**src/rtl/elite_spi_master_if.sv**
```systemverilog
// elite_spi_master_if: transmit FIFO host port, receive port and SPI pins of elite_spi_master
interface elite_spi_master_if;
  logic [7:0] MSPI_Tx_Byte;
  logic       MSPI_Tx_Strobe;
  logic       MSPI_Tx_Full;
  logic       MSPI_Busy;
  logic [7:0] MSPI_Rx_Byte;
  logic       MSPI_Rx_Valid;
  logic       MSPI_SCLK;
  logic       MSPI_CSEL;
  logic       MSPI_MOSI;
  logic       MSPI_MISO;
  modport master (
    input  MSPI_Tx_Byte, MSPI_Tx_Strobe, MSPI_MISO,
    output MSPI_Tx_Full, MSPI_Busy, MSPI_Rx_Byte, MSPI_Rx_Valid, MSPI_SCLK, MSPI_CSEL, MSPI_MOSI
  );
  modport slave (
    output MSPI_Tx_Byte, MSPI_Tx_Strobe, MSPI_MISO,
    input  MSPI_Tx_Full, MSPI_Busy, MSPI_Rx_Byte, MSPI_Rx_Valid, MSPI_SCLK, MSPI_CSEL, MSPI_MOSI
  );
endinterface

```
**src/rtl/elite_spi_master.sv**
```systemverilog
// elite_spi_master: mode-0 SPI master with byte transmit FIFO, continuous frames while bytes are queued
module elite_spi_master #(
  parameter int CLK_DIV    = 4,
  parameter int FIFO_DEPTH = 16
) (
  input logic MClk,
  input logic MSPI_Rst_Flag,
  elite_spi_master_if.master bus
);
  localparam int AW = $clog2(FIFO_DEPTH);
  typedef enum logic [2:0] {IDLE, SETUP, LOW, HIGH, HOLD, GAP} state_t;
  state_t r_state, w_state;
  logic [7:0] r_mem [FIFO_DEPTH];
  logic [AW-1:0] r_wr, r_rd;
  logic [AW:0] r_cnt, w_cnt;
  logic [7:0] r_ph, r_tx, w_tx, r_rx, w_rx, r_rx_byte, w_head;
  logic [2:0] r_bit, w_bit;
  logic [1:0] r_miso;
  logic r_full, r_valid, w_valid, r_sclk, w_sclk, r_csel, w_csel, r_mosi, w_mosi;
  logic w_push, w_pop, w_last, w_avail;
  assign w_push  = bus.MSPI_Tx_Strobe && !r_full;
  assign w_avail = r_cnt != '0;
  assign w_last  = r_ph == 8'(CLK_DIV - 1);
  assign w_head  = r_mem[r_rd];
  assign w_cnt   = r_cnt + {{AW{1'b0}}, w_push} - {{AW{1'b0}}, w_pop};
  assign bus.MSPI_Tx_Full  = r_full;
  assign bus.MSPI_Busy     = (r_state != IDLE) || w_avail;
  assign bus.MSPI_Rx_Byte  = r_rx_byte;
  assign bus.MSPI_Rx_Valid = r_valid;
  assign bus.MSPI_SCLK     = r_sclk;
  assign bus.MSPI_CSEL     = r_csel;
  assign bus.MSPI_MOSI     = r_mosi;
  always_comb begin
    w_state = r_state;
    w_pop   = 1'b0;
    w_tx    = r_tx;
    w_rx    = r_rx;
    w_bit   = r_bit;
    w_valid = 1'b0;
    w_sclk  = r_sclk;
    w_csel  = r_csel;
    w_mosi  = r_mosi;
    unique case (r_state)
      IDLE: if (w_avail) begin
        w_state = SETUP;
        w_pop   = 1'b1;
        w_tx    = w_head;
        w_mosi  = w_head[7];
        w_csel  = 1'b0;
        w_bit   = 3'd0;
      end
      SETUP: w_state = w_last ? LOW : SETUP;
      LOW: if (w_last) begin
        w_state = HIGH;
        w_sclk  = 1'b1;
      end
      HIGH: if (w_last) begin
        w_sclk  = 1'b0;
        w_rx    = {r_rx[6:0], r_miso[1]};
        w_tx    = {r_tx[6:0], 1'b0};
        w_bit   = r_bit + 3'd1;
        w_mosi  = r_tx[6];
        w_state = LOW;
        // Byte boundary: chain straight into the next queued byte without releasing CSEL
        if (r_bit == 3'd7) begin
          w_valid = 1'b1;
          w_pop   = w_avail;
          w_state = w_avail ? LOW : HOLD;
          w_tx    = w_avail ? w_head : 8'h00;
          w_mosi  = w_avail && w_head[7];
        end
      end
      HOLD: if (w_last) begin
        w_state = GAP;
        w_csel  = 1'b1;
        w_mosi  = 1'b0;
      end
      GAP: w_state = w_last ? IDLE : GAP;
      default: w_state = IDLE;
    endcase
  end
  always_ff @(posedge MClk) if (w_push) r_mem[r_wr] <= bus.MSPI_Tx_Byte;
  always_ff @(posedge MClk or posedge MSPI_Rst_Flag)
    if (MSPI_Rst_Flag) begin
      r_state   <= IDLE;
      r_ph      <= '0;
      r_wr      <= '0;
      r_rd      <= '0;
      r_cnt     <= '0;
      r_full    <= 1'b0;
      r_tx      <= '0;
      r_rx      <= '0;
      r_rx_byte <= '0;
      r_bit     <= '0;
      r_valid   <= 1'b0;
      r_sclk    <= 1'b0;
      r_csel    <= 1'b1;
      r_mosi    <= 1'b0;
      r_miso    <= '0;
    end else begin
      r_state   <= w_state;
      r_ph      <= (w_state != r_state || r_state == IDLE) ? '0 : r_ph + 8'd1;
      r_wr      <= w_push ? r_wr + 1'b1 : r_wr;
      r_rd      <= w_pop ? r_rd + 1'b1 : r_rd;
      r_cnt     <= w_cnt;
      r_full    <= w_cnt == (AW + 1)'(FIFO_DEPTH);
      r_tx      <= w_tx;
      r_rx      <= w_rx;
      r_rx_byte <= w_valid ? w_rx : r_rx_byte;
      r_bit     <= w_bit;
      r_valid   <= w_valid;
      r_sclk    <= w_sclk;
      r_csel    <= w_csel;
      r_mosi    <= w_mosi;
      r_miso    <= {r_miso[0], bus.MSPI_MISO};
    end
endmodule

```
**src/flat_wrapper.sv**
```systemverilog
// flat-port wrapper written by rule: the top's interface ports become plain ports
module elite_spi_master_flat 
#(
  parameter int CLK_DIV    = 4,
  parameter int FIFO_DEPTH = 16
)
  (MClk, MSPI_Rst_Flag, bus_MSPI_Tx_Byte, bus_MSPI_Tx_Strobe, bus_MSPI_MISO, bus_MSPI_Tx_Full, bus_MSPI_Busy, bus_MSPI_Rx_Byte, bus_MSPI_Rx_Valid, bus_MSPI_SCLK, bus_MSPI_CSEL, bus_MSPI_MOSI);
  elite_spi_master_if bus_i ();
  input logic MClk;
  input logic MSPI_Rst_Flag;
  input wire logic [$bits(bus_i.MSPI_Tx_Byte)-1:0] bus_MSPI_Tx_Byte;
  input wire logic [$bits(bus_i.MSPI_Tx_Strobe)-1:0] bus_MSPI_Tx_Strobe;
  input wire logic [$bits(bus_i.MSPI_MISO)-1:0] bus_MSPI_MISO;
  output wire logic [$bits(bus_i.MSPI_Tx_Full)-1:0] bus_MSPI_Tx_Full;
  output wire logic [$bits(bus_i.MSPI_Busy)-1:0] bus_MSPI_Busy;
  output wire logic [$bits(bus_i.MSPI_Rx_Byte)-1:0] bus_MSPI_Rx_Byte;
  output wire logic [$bits(bus_i.MSPI_Rx_Valid)-1:0] bus_MSPI_Rx_Valid;
  output wire logic [$bits(bus_i.MSPI_SCLK)-1:0] bus_MSPI_SCLK;
  output wire logic [$bits(bus_i.MSPI_CSEL)-1:0] bus_MSPI_CSEL;
  output wire logic [$bits(bus_i.MSPI_MOSI)-1:0] bus_MSPI_MOSI;
  assign bus_i.MSPI_Tx_Byte = bus_MSPI_Tx_Byte;
  assign bus_i.MSPI_Tx_Strobe = bus_MSPI_Tx_Strobe;
  assign bus_i.MSPI_MISO = bus_MSPI_MISO;
  assign bus_MSPI_Tx_Full = bus_i.MSPI_Tx_Full;
  assign bus_MSPI_Busy = bus_i.MSPI_Busy;
  assign bus_MSPI_Rx_Byte = bus_i.MSPI_Rx_Byte;
  assign bus_MSPI_Rx_Valid = bus_i.MSPI_Rx_Valid;
  assign bus_MSPI_SCLK = bus_i.MSPI_SCLK;
  assign bus_MSPI_CSEL = bus_i.MSPI_CSEL;
  assign bus_MSPI_MOSI = bus_i.MSPI_MOSI;
  elite_spi_master #(.CLK_DIV(CLK_DIV), .FIFO_DEPTH(FIFO_DEPTH)) u_core (.MClk(MClk), .MSPI_Rst_Flag(MSPI_Rst_Flag), .bus(bus_i));
endmodule
```
**config.mk**
```make
export PLATFORM = sky130hd
export DESIGN_NAME = elite_spi_master_flat
export DESIGN_NICKNAME = d
export VERILOG_FILES = /design/src/rtl/elite_spi_master_if.sv /design/src/rtl/elite_spi_master.sv /design/src/flat_wrapper.sv
export SDC_FILE = /design/constraint.sdc
export NUM_CORES = 1
export LEC_CHECK = 0
export CAP_MARGIN = 20
export CORE_UTILIZATION = 25
export CTS_BUF_LIST = sky130_fd_sc_hd__clkbuf_16
export DETAILED_ROUTE_END_ITERATION = 8
export PLACE_DENSITY_LB_ADDON = 0.12
export SLEW_MARGIN = 20
export SYNTH_ARGS = -nofsm -noshare
export SYNTH_HDL_FRONTEND = slang
export SYNTH_SLANG_ARGS = --single-unit
```
**constraint.sdc**
```tcl
create_clock -name MClk -period 4.2 [get_ports MClk]
set_input_delay 0.42 -clock MClk [delete_from_list [all_inputs] [get_ports MClk]]
set_output_delay 0.42 -clock MClk [all_outputs]
set_load 0.1 [all_outputs]
```
==> metrics.md <==
| Metric | Value |
|---|---|
| Status | `complete, no violations` |
| Final-report hold violation count | `0` |
| Critical path class | `register to output port` |
| I/O Buffers | `25` |
| Worst rel slew slack | `31.1%` |
| Slew @ Worst Pin | `1030 ps` |
| Post-Syn Area | `0.00763 mm²` |
| Vias per std cell | `4.40` |
| Leakage power | `3.18 nW` |
| Max incr delay on CP | `970 ps` |
| Antenna-violating nets left | `0` |
| Worst Path Buf+Inv | `3` |
| H-tree Lvls | `4` |
| Max_cap viols | `0` |
| IO Pins | `26` |
| Average wire per standard cell | `18.9 µm` |
| Largest net degree at the start of global routing | `33` |
| DP Area | `0.00834 mm²` |
| Layout cells sized above 1 | `19.4%` |
| Core footprint | `0.0298 mm²` |
| F_max | `0.284 GHz` |
| Clock transition at the registers of the reported paths | `80 ps` |
| Later-pin clock latency in the skew report | `430 ps` |
| Worst hold path type | `register to register` |
| Antenna cells | `0` |
| Syn nets | `484` |
| CTS tree | `built` |
| NetSw | `1.22 mW` |
| Reg2Reg Setup Slack | `920 ps` |
| Seq/Total Area, Yosys | `68.8%` |
| Clock power share | `37.2%` |
| CP max-delay cell | `clkdlybuf4s50_1` |
| Clock Sink Count | `184` |
| GRT busiest layer | `met2` |
| Initial DRT Pass Iterations | `4` |
| Yosys cell types | `54` |
| Layout Nets | `518` |
| Antenna violations before repair | `0` |
| Top cells by count, synth | `128 x edfxtp_1, 55 x dfrtp_1, 34 x nand2_1` |
| Die width | `177 µm` |
| Dominant cell type by area after synthesis | `edfxtp_1` |
| Setup TNS | `0 ps` |
| Clock Skew | `13.1 ps` |
| Combinational share of power | `12.9%` |
| Initial Util | `25.6%` |
| Fin. max-slew vios | `0` |
| Sw Share | `27.5%` |
| GRT met2 Usage | `18.5%` |
| Design area | `0.00894 mm²` |
| Crit path cell chain | `inv_1 > ha_1 > or4b_2 > nor2_4 > inv_1 > clkdlybuf4s50_1` |
| # Post-CTS Setup Buffers | `0` |
| Setup crit end kind | `output port` |
| Met1 usage | `16.0%` |
| Syn Inst Count | `457` |
| Top-count cell post-synth | `edfxtp_1` |
| Vias in the first global route | `4155` |
| CTS resizes | `0` |
| Ys flop type | `edfxtp_1` |
| Drt total wl | `16.9 mm` |
| Synth warn | `0` |
| Critical Path Fanout Max | `9` |
| Dpl hpwl | `10.8 mm` |
| Post-synth EDFFs | `128` |
| Placed cell count | `862` |
| Post-synth top area share | `50.4%` |
| Synthesis-stage register bit count | `184` |
| Initial drt markers | `300` |
| Met3 usage | `2.41%` |
| Clock tree root driver cell | `clkbuf_16` |
| GRT overflow | `0` |
| Tmin final | `3530 ps` |
| Global-route wire length before repair | `26.2 mm` |
| Peak supply drop | `0.284 mV` |
| Drt drc | `0` |
| Nature of the critical path startpoint | `register` |
| Hold-fix buffers, CTS | `0` |
| Final setup fails | `0` |
| Int Pwr | `3.21 mW` |
| Via count | `3933` |
| CP required | `3780 ps` |
| Die Area | `0.0312 mm²` |
| Cell row count | `63` |
| TritonCTS buffer count | `17` |
| Global placement routability congestion | `0.732` |
| Tot GR Track Use | `11.6%` |
| Sequential power share | `49.9%` |
| Final Instance Count excl. Fillers | `894` |
| Critical Path Most Common Cell | `inv_1` |
| Die Span Y | `177 µm` |
| Layout area overhead | `17.2%` |
| Worst-case clock buffer depth | `2` |
| Critical Path AT | `3110 ps` |
| Final period util | `84.0%` |
| Synthesized area per cell | `16.7 µm²` |
| RSZ-0062 raised after global routing | `false` |
| CP top delay family | `buffers and inverters` |
| Asr flop ratio synth | `30.4%` |
| Power density cells | `495 mW/mm²` |
| Synth area leaders | `edfxtp_1 50%, dfrtp_1 18%, mux4_2 9.4%` |
[final timing paths]
| check | startpoint | to | cells past startpoint |
|---|---|---|---|
| max in group asynchronous | MSPI_Rst_Flag | u_core.r_wr[2] | 3 |
| setup reg to reg | u_core.r_cnt[2] | u_core.bus.MSPI_Tx_Full | 13 |
| min in group asynchronous | MSPI_Rst_Flag | u_core.r_bit[2] | 2 |
| setup / recovery | u_core.r_cnt[2] | bus_MSPI_Busy | 6 |
| hold / removal | u_core.r_miso[0] | u_core.r_miso[1] | 0 |
| hold reg to reg | u_core.r_miso[0] | u_core.r_miso[1] | 0 |
[metrics by stage]
| step | hold slack, ps | worst slack, ps | utilization [%] | power, mW |
|---|---|---|---|---|
| 3_5_place_dp | 340 | 883 | 28.0 | 2.84 |
| 6_report | 354 | 673 | 30.0 | 4.43 |
| 4_1_cts | 359 | 611 | 30.0 | 4.50 |
| 2_1_floorplan | 331 | 1260 | - | 2.62 |
| 3_3_place_gp | 336 | 1030 | 28.0 | 2.82 |
| 5_1_grt | 364 | 499 | 30.0 | 4.64 |
[area by class of cell]
type                            instances  area (µm²)
Sequential cell                       184        5250
Clock inverter                         15         179
Timing Repair Buffer                   32         303
Multi-Input combinational cell        240        2240
Tap cell                              390         488
Inverter                               16        60.1
Fill cell                            2951       20900
Clock buffer                           17         425
[cells in the final DEF, fill, tap and decap left out, types with 4 or more instances in the layout]
master | synthesis | routed
edfxtp_1 | 128 | 128
dfrtp_1 | 55 | 54
nand2_1 | 34 | 34
mux4_2 | 32 | 32
clkdlybuf4s50_1 | 0 | 25
clkbuf_16 | 0 | 17
inv_1 | 16 | 16
and2_1 | 16 | 16
nor2_1 | 15 | 15
mux2_2 | 15 | 15
ha_1 | 14 | 14
mux2i_1 | 12 | 12
xnor2_1 | 10 | 10
o21ai_0 | 9 | 9
a21oi_1 | 8 | 8
nand3_1 | 7 | 7
buf_4 | 3 | 7
xor2_1 | 6 | 6
nor3_1 | 5 | 5
o221ai_1 | 5 | 5
o22ai_1 | 5 | 5
inv_8 | 0 | 5
and3_1 | 4 | 4
nand2b_1 | 4 | 4
[logic make-up (layout without fill, tap and decap cells)]
family,count (synthesis),in the layout,synth area share [%]
compound gates,45,45,4.28
xor+xnor,16,16,1.84
fa+ha+maj,15,15,2.56
buf+inv,33,80,1.89
flops,184,184,68.8
mux,59,59,13.2
simple gates,105,105,7.45
[sequential cells by signal (all words and copies together) (netlist names)]
signal,count
u_core.r_rd,4
u_core.bus.MSPI_MOSI,1
u_core.r_bit,3
u_core.r_tx,7
u_core.bus.MSPI_SCLK,1
u_core.bus.MSPI_Rx_Byte,8
u_core.r_wr,4
u_core.r_cnt,5
u_core.r_state,3
u_core.bus.MSPI_Tx_Full,1
u_core.r_miso,2
u_core.r_ph,8
u_core.r_mem,128
u_core.r_rx,7
u_core.bus.MSPI_CSEL,1
u_core.bus.MSPI_Rx_Valid,1
[power by group through the flow]
| stage | Combinational (mW) | Sequential [mW] | Clock [mW] |
|---|---|---|---|
| after floorplan | 0.360 | 2.26 | 0 |
| after CTS | 0.592 | 2.21 | 1.70 |
| after global placement | 0.579 | 2.24 | 0 |
| final | 0.572 | 2.21 | 1.65 |
| after detailed placement | 0.588 | 2.25 | 0 |
| after global routing | 0.646 | 2.23 | 1.77 |
[routing by layer]
metal	up-vias	share of wire [%]
li1	1811	-
met1	2063	48
met2	51	48
met3	8	2.8
met4	0	0.76
met5	-	0
No activity file was read; power rests on OpenSTA's default activity.
==> RTL edit 1: new RTL, same settings <==
Make the reset (`MSPI_Rst_Flag`) synchronous in one clocked block.
--- a/src/rtl/elite_spi_master.sv
+++ b/src/rtl/elite_spi_master.sv
@@ -80,7 +80,7 @@
     endcase
   end
   always_ff @(posedge MClk) if (w_push) r_mem[r_wr] <= bus.MSPI_Tx_Byte;
-  always_ff @(posedge MClk or posedge MSPI_Rst_Flag)
+  always_ff @(posedge MClk)
     if (MSPI_Rst_Flag) begin
       r_state   <= IDLE;
       r_ph      <= '0;
Behaviour: differs if MSPI_Rst_Flag is asserted again (counterexample within 4 cycles, from zero or initial values and one cycle with MSPI_Rst_Flag high); with MSPI_Rst_Flag held inactive, the same outputs for 10 cycles.
==> RTL edit 1 against the unedited design <==
- maximum frequency rose by 6.9%
- synthesized cell count is 12% higher
- worst setup slack better by 230 ps
- power rose by 8.6%
- via count up 5.6%
- sequential cell count increased by 4
- largest cell class unchanged
- routed wire length is 1.5% lower
- cell area increased by 0.29%
- register-to-register slack worse by 20 ps
- area after synthesis hardly changed
- sequential share of layout area fell by 2.4 points
- first-iteration DRC count down 25%
==> RTL edit 1: results (changes against the unedited design) <==
Parameter                              Value

Power
  Net switching share of the total power ... 0.295 (+0.0202)
  Total internal power ... 3.39 mW (+5.5%)
  Peak VDD IR ... 0.276 mV (-3.0%)
  Leakage ... 2.90 nW (-8.7%)
  Power share of the clock group ... 0.336 (-0.036)

Setup path
  Worst stage delay on the critical path ... 440 ps (-530 ps)
  Type of the worst setup path ... reg2reg
  Arrival @ worst endpoint ... 3610 ps (+500 ps)
  Worst path slowest cell ... sky130_fd_sc_hd__nor4b_4
  Slack of the worst reg-to-reg path ... 900 ps (-20 ps)

Layout
  Flip-flop count of the largest register after layout ... 128 (unchanged)
  Post-Layout Cell Count ... 945 (+5.7%)
  # nets final ... 570 (+10%)
  Count of fill cells added during filler insertion ... 3,016 (+2.2%)
  Fraction of layout cells with a size suffix above 1 ... 0.169 (-0.0251)

Synth
  Register area share after synthesis ... 0.661 (-0.0265)
  Synth async-reset ratio ... 0 (-0.304)
  Largest cells by area after synthesis ... sky130_fd_sc_hd__edfxtp_1 50%, sky130_fd_sc_hd__dfxtp_1 16%, sky130_fd_sc_hd__mux4_2 9.4%
  Net count of the mapped netlist ... 537 (+11%)

Clock network
  # Post-CTS Setup Buffers ... 0 (unchanged)

Route
  Sum of routed wire length over all layers ... 16.6 mm (-1.5%)
  Routed length on met2 ... 8.25 mm (+1.6%)
  First DRT Iteration DRCs ... 226 (-25%)
  M1 WL ... 7.68 mm (-5.5%)
  Vias after detailed routing ... 4,152 (+5.6%)

Global routing
  Overall track demand over capacity in global routing ... 0.114 (-0.00172)
  Maximum number of pins on one net before global-route repair ... 32 (-3.0%)
  Global Route met3 Usage ... 0.0271 (+0.00301)
  Vias in the first global route ... 4,361 (+5.0%)
  Met1 Resource Use GR ... 0.145 (-0.0157)

Timing
  Final hold slack ... 458 ps (+104 ps)
  Max-Slew Margin vs Limit ... 0.346 (+0.0345)
  Final Cycle Share ... 0.785 (-0.0542)
  Clk_skew ... 20.5 ps (+7.42 ps)

Place
  Standard cell area after detailed placement ... 0.00837 mm² (+0.44%)
  Final RePlAce weighted congestion ... 0.722 (-1.3%)
  Final HPWL from detailed placement ... 10.7 mm (-1.5%)

Outcome
  Run status ... completed

Worst hold path
  Hold Crit Start ... u_core.bus.MSPI_Rx_Byte[1]$_SDFFE_PP0P_
[RTL edit 1: cell types whose count changed after synthesis, moves of 6 or more]
cell,unedited run,this run
sky130_fd_sc_hd__a221o_1,0,6
sky130_fd_sc_hd__nand3_1,7,18
sky130_fd_sc_hd__mux2_2,15,2
sky130_fd_sc_hd__dfrtp_1,55,0
sky130_fd_sc_hd__mux2i_1,12,26
sky130_fd_sc_hd__nor2_1,15,33
sky130_fd_sc_hd__o21ai_0,9,3
sky130_fd_sc_hd__dfxtp_1,0,60
sky130_fd_sc_hd__clkbuf_1,7,19
sky130_fd_sc_hd__and3_1,4,11
sky130_fd_sc_hd__xnor2_1,10,2
sky130_fd_sc_hd__a21oi_1,8,33
sky130_fd_sc_hd__and2_1,16,0
[RTL edit 1: path summary, 6_finish.rpt]
path,endpoint,cells after the start
setup / recovery,u_core.bus.MSPI_Tx_Full$_SDFF_PP0_,13
hold / removal,u_core.bus.MSPI_Rx_Byte[1]$_SDFFE_PP0P_,2
setup reg to reg,u_core.bus.MSPI_Tx_Full$_SDFF_PP0_,13
hold reg to reg,u_core.bus.MSPI_Rx_Byte[1]$_SDFFE_PP0P_,2
[RTL edit 1: area by class of cell]
type	count	area, µm²	area share
Sequential cell	188	5050	0.563
Timing Repair Buffer	42	373	0.0416
Clock inverter	14	169	0.0188
Clock buffer	17	425	0.0474
Inverter	11	41.3	0.00460
Tap cell	390	488	0.0544
Multi-Input combinational cell	283	2420	0.270
[RTL edit 1: cells by family (layout without fill, tap and decap cells)]
kind of cell / after synthesis / count (layout) / share of synthesized area
xor+xnor: 12 / 12 / 0.0138
fa+ha+maj: 15 / 15 / 0.0256
mux: 60 / 60 / 0.131
compound gates: 58 / 58 / 0.0497
buf+inv: 39 / 84 / 0.0212
flops: 188 / 188 / 0.661
simple gates: 138 / 138 / 0.0972
==> RTL edit 2: new RTL, same settings <==
Made on the original files. `FIFO_DEPTH` is set to 16 in 2 places; all go to 32.
--- a/src/rtl/elite_spi_master.sv
+++ b/src/rtl/elite_spi_master.sv
@@ -1,7 +1,7 @@
 // elite_spi_master: mode-0 SPI master with byte transmit FIFO, continuous frames while bytes are queued
 module elite_spi_master #(
   parameter int CLK_DIV    = 4,
-  parameter int FIFO_DEPTH = 16
+  parameter int FIFO_DEPTH = 32
 ) (
   input logic MClk,
   input logic MSPI_Rst_Flag,
--- a/src/flat_wrapper.sv
+++ b/src/flat_wrapper.sv
@@ -2,7 +2,7 @@
 module elite_spi_master_flat 
 #(
   parameter int CLK_DIV    = 4,
-  parameter int FIFO_DEPTH = 16
+  parameter int FIFO_DEPTH = 32
 )
   (MClk, MSPI_Rst_Flag, bus_MSPI_Tx_Byte, bus_MSPI_Tx_Strobe, bus_MSPI_MISO, bus_MSPI_Tx_Full, bus_MSPI_Busy, bus_MSPI_Rx_Byte, bus_MSPI_Rx_Valid, bus_MSPI_SCLK, bus_MSPI_CSEL, bus_MSPI_MOSI);
   elite_spi_master_if bus_i ();
Formal check against the unedited RTL: no difference found for any inputs over 10 cycles, from zero or initial values and one cycle with MSPI_Rst_Flag high; that may be too few to reach the edited logic, so the function may still have changed.
==> RTL edit 2 against the unedited design <==
- sequential share of layout area is 1.4 points higher
- critical path type is now reg2reg
- sequential power up 67%
- non-clock buffer count up 41
- power rose by 73%
- combinational power increased by 43%
- routed wire length grew 85%
- area after synthesis rose by 68%
- worst setup slack better by 72 ps
- critical endpoint is now u_core.bus.MSPI_Tx_Full$_DFF_PP0_
- sequential cell count increased by 131
- register-to-register slack lost 170 ps
- synthesized cell count rose by 55%
- via count grew 67%
- cell area is 71% higher
==> RTL edit 2: results (changes against the unedited design) <==
Parameter                              Value

Route
  Max layer used ... met4
  M1 WL ... 14.7 mm (+81%)
  Vias/cell ... 4.41 (+0.28%)
  First DRT Iteration DRCs ... 343 (+14%)
  Routed length on met2 ... 14.7 mm (+81%)
  Detailed-routing iteration count for the pre-antenna-repair pass ... 4 (unchanged)
  Routed len/inst ... 21.0 µm (+12%)
  Wire length on met3 ... 1.27 mm (+170%)

Worst hold path
  Hold Crit Start ... bus_MSPI_MISO
  Tightest Hold Check Type ... in2reg

Outcome
  Run status ... completed

Power
  Peak VDD IR ... 0.218 mV (-23%)
  Leakage ... 5.19 nW (+63%)

Synth
  Register area share after synthesis ... 0.715 (+0.0277)
  Multiplexer fraction of the synthesized cell area ... 0.148 (+0.0156)
  Largest cells by area after synthesis ... sky130_fd_sc_hd__edfxtp_1 60%, sky130_fd_sc_hd__dfrtp_1 11%, sky130_fd_sc_hd__mux4_2 11%
  Complex-gate fraction of the synthesized area ... 0.0261 (-0.0167)
  Net count of the mapped netlist ... 738 (+52%)
  Synth cell count leaders ... 256 x sky130_fd_sc_hd__edfxtp_1, 60 x sky130_fd_sc_hd__mux4_2, 58 x sky130_fd_sc_hd__dfrtp_1, 53 x sky130_fd_sc_hd__nor2_1, 34 x sky130_fd_sc_hd__nand2_1
  Adder-cell share of the synthesized area ... 0.0172 (-0.00840)
  Xor and xnor area share after synthesis ... 0.0109 (-0.00743)
  Number of synthesized flops with an enable pin ... 256 (+100%)
  Library cells used by synthesis ... 61 (+13%)
  Synth async-reset ratio ... 0.187 (-0.117)

Place
  Final HPWL from detailed placement ... 20.2 mm (+87%)
  Final RePlAce weighted congestion ... 0.747 (+2.1%)
  Pre-CTS WS ... 725 ps (-158 ps)

Setup path
  Type of the worst setup path ... reg2reg
  Worst stage delay on the critical path ... 530 ps (-440 ps)
  Worst path slowest cell ... sky130_fd_sc_hd__dfrtp_1
  Kind of cell adding the most delay to the critical path ... compound AO/OA/AOI/OAI gates
  Arrival @ worst endpoint ... 3850 ps (+740 ps)
  Start of the worst register-to-register path ... u_core.r_state[2]$_DFF_PP0_
  Worst Path Max Fanout ... 15 (+6)

Layout
  Count of fill cells added during filler insertion ... 4,897 (+66%)
  Flip-flop count of the largest register after layout ... 256 (+100%)
  Fraction of layout cells with a size suffix above 1 ... 0.235 (+0.0405)
  # nets final ... 816 (+58%)

Global routing
  Overall track demand over capacity in global routing ... 0.122 (+0.00585)
  Vias in the first global route ... 7,015 (+69%)
  First-pass GRT wire length ... 46.9 mm (+79%)
  Maximum number of pins on one net before global-route repair ... 44 (+33%)

Clock network
  H-tree depth ... 2 (-2)
  Clock buffers created by TritonCTS ... 37 (+20)
  CTS clk-pin slew, worst paths ... 50 ps (-30 ps)
  Later-pin clock latency in the skew report ... 540 ps (+110 ps)
  Root buffer cell ... sky130_fd_sc_hd__clkbuf_16
  Maximum buffer depth of the clock tree ... 3 (+1)
  Gates resized, CTS repair ... 0 (unchanged)

Die
  Die ar. ... 0.0522 mm² (+67%)

Timing
  Measured slew at the worst slew-check pin ... 1060 ps (+30.5 ps)
  Clk_skew ... 16.1 ps (+2.96 ps)
## RTL edit 2: worst paths after layout
path | endpoint | slack (ps) | cells after the start
min | u_core.r_miso[0]$_DFF_PP0_ | 320 | 1
max in group asynchronous | u_core.r_rd[2]$_DFFE_PP0P_ | 2980 | 3
min reg2reg | u_core.r_miso[1]$_DFF_PP0_ | 350 | 0
max | u_core.bus.MSPI_Tx_Full$_DFF_PP0_ | 750 | 12
max reg2reg | u_core.bus.MSPI_Tx_Full$_DFF_PP0_ | 750 | 12
min in group asynchronous | u_core.r_ph[2]$_DFF_PP0_ | 400 | 2
## RTL edit 2: final cells by class
class	count	area (µm²)	share of cell area
inverter	20	75.1	0.00492
clock buffer	39	976	0.0639
sequential	315	9170	0.601
clock inverter	26	213	0.0139
antenna	1	2.50	0.000164
timing repair buffer	73	626	0.0410
multi-input combinational	340	3370	0.220
tap	672	841	0.0551
## RTL edit 2: cell families (layout without fill, tap and decap cells)
group                    count (synthesis)  in the layout
AO/OA/AOI/OAI                           49             49
XOR/XNOR                                16             16
buffers and inverters                   54            158
other                                    0              1
multiplexers                           104            104
adder cells (fa/ha/maj)                 17             17
AND/OR/NAND/NOR                        154            154
flip-flops                             315            315
## RTL edit 2: per-layer routing
layer | GRT usage | up-vias
met5 | 0 | -
met4 | 0.0361 | 0
met3 | 0.0215 | 36
met2 | 0.197 | 118
met1 | 0.167 | 3454
li1 | - | 2948
## RTL edit 2: through the flow
| step | instance area [µm²] | power [mW] | instances | hold slack (ps) |
|---|---|---|---|---|
| after floorplan | 12800 | 4.26 | 709 | 331 |
| after global placement | 14100 | 4.55 | 1420 | 334 |
| after detailed placement | 14100 | 4.58 | 1420 | 341 |
| after CTS | 15300 | 7.78 | 1485 | 278 |
| after global routing | 15300 | 8.00 | 1485 | 309 |
| final | 15300 | 7.66 | 1486 | 322 |
## RTL edit 2: worst register-to-register path: stages (launching register included)
cell                       delay (ps)
sky130_fd_sc_hd__dfrtp_1          530
sky130_fd_sc_hd__and3b_1          530
sky130_fd_sc_hd__nand4_4          260
sky130_fd_sc_hd__a21boi_2         200
sky130_fd_sc_hd__buf_4            230
sky130_fd_sc_hd__ha_1             170
sky130_fd_sc_hd__inv_1             60
sky130_fd_sc_hd__ha_1             260
sky130_fd_sc_hd__a21o_1           160
sky130_fd_sc_hd__a21o_1           220
sky130_fd_sc_hd__a2111o_1         410
sky130_fd_sc_hd__o311a_1          140
sky130_fd_sc_hd__nor4bb_1         150
## RTL edit 2: where the power goes
part / leakage [nW] / switching, mW / internal [mW] / total (mW)
Combinational: 1.54 / 0.508 / 0.311 / 0.819
Clock: 0.610 / 1.23 / 1.91 / 3.15
Sequential: 3.05 / 0.0896 / 3.60 / 3.69
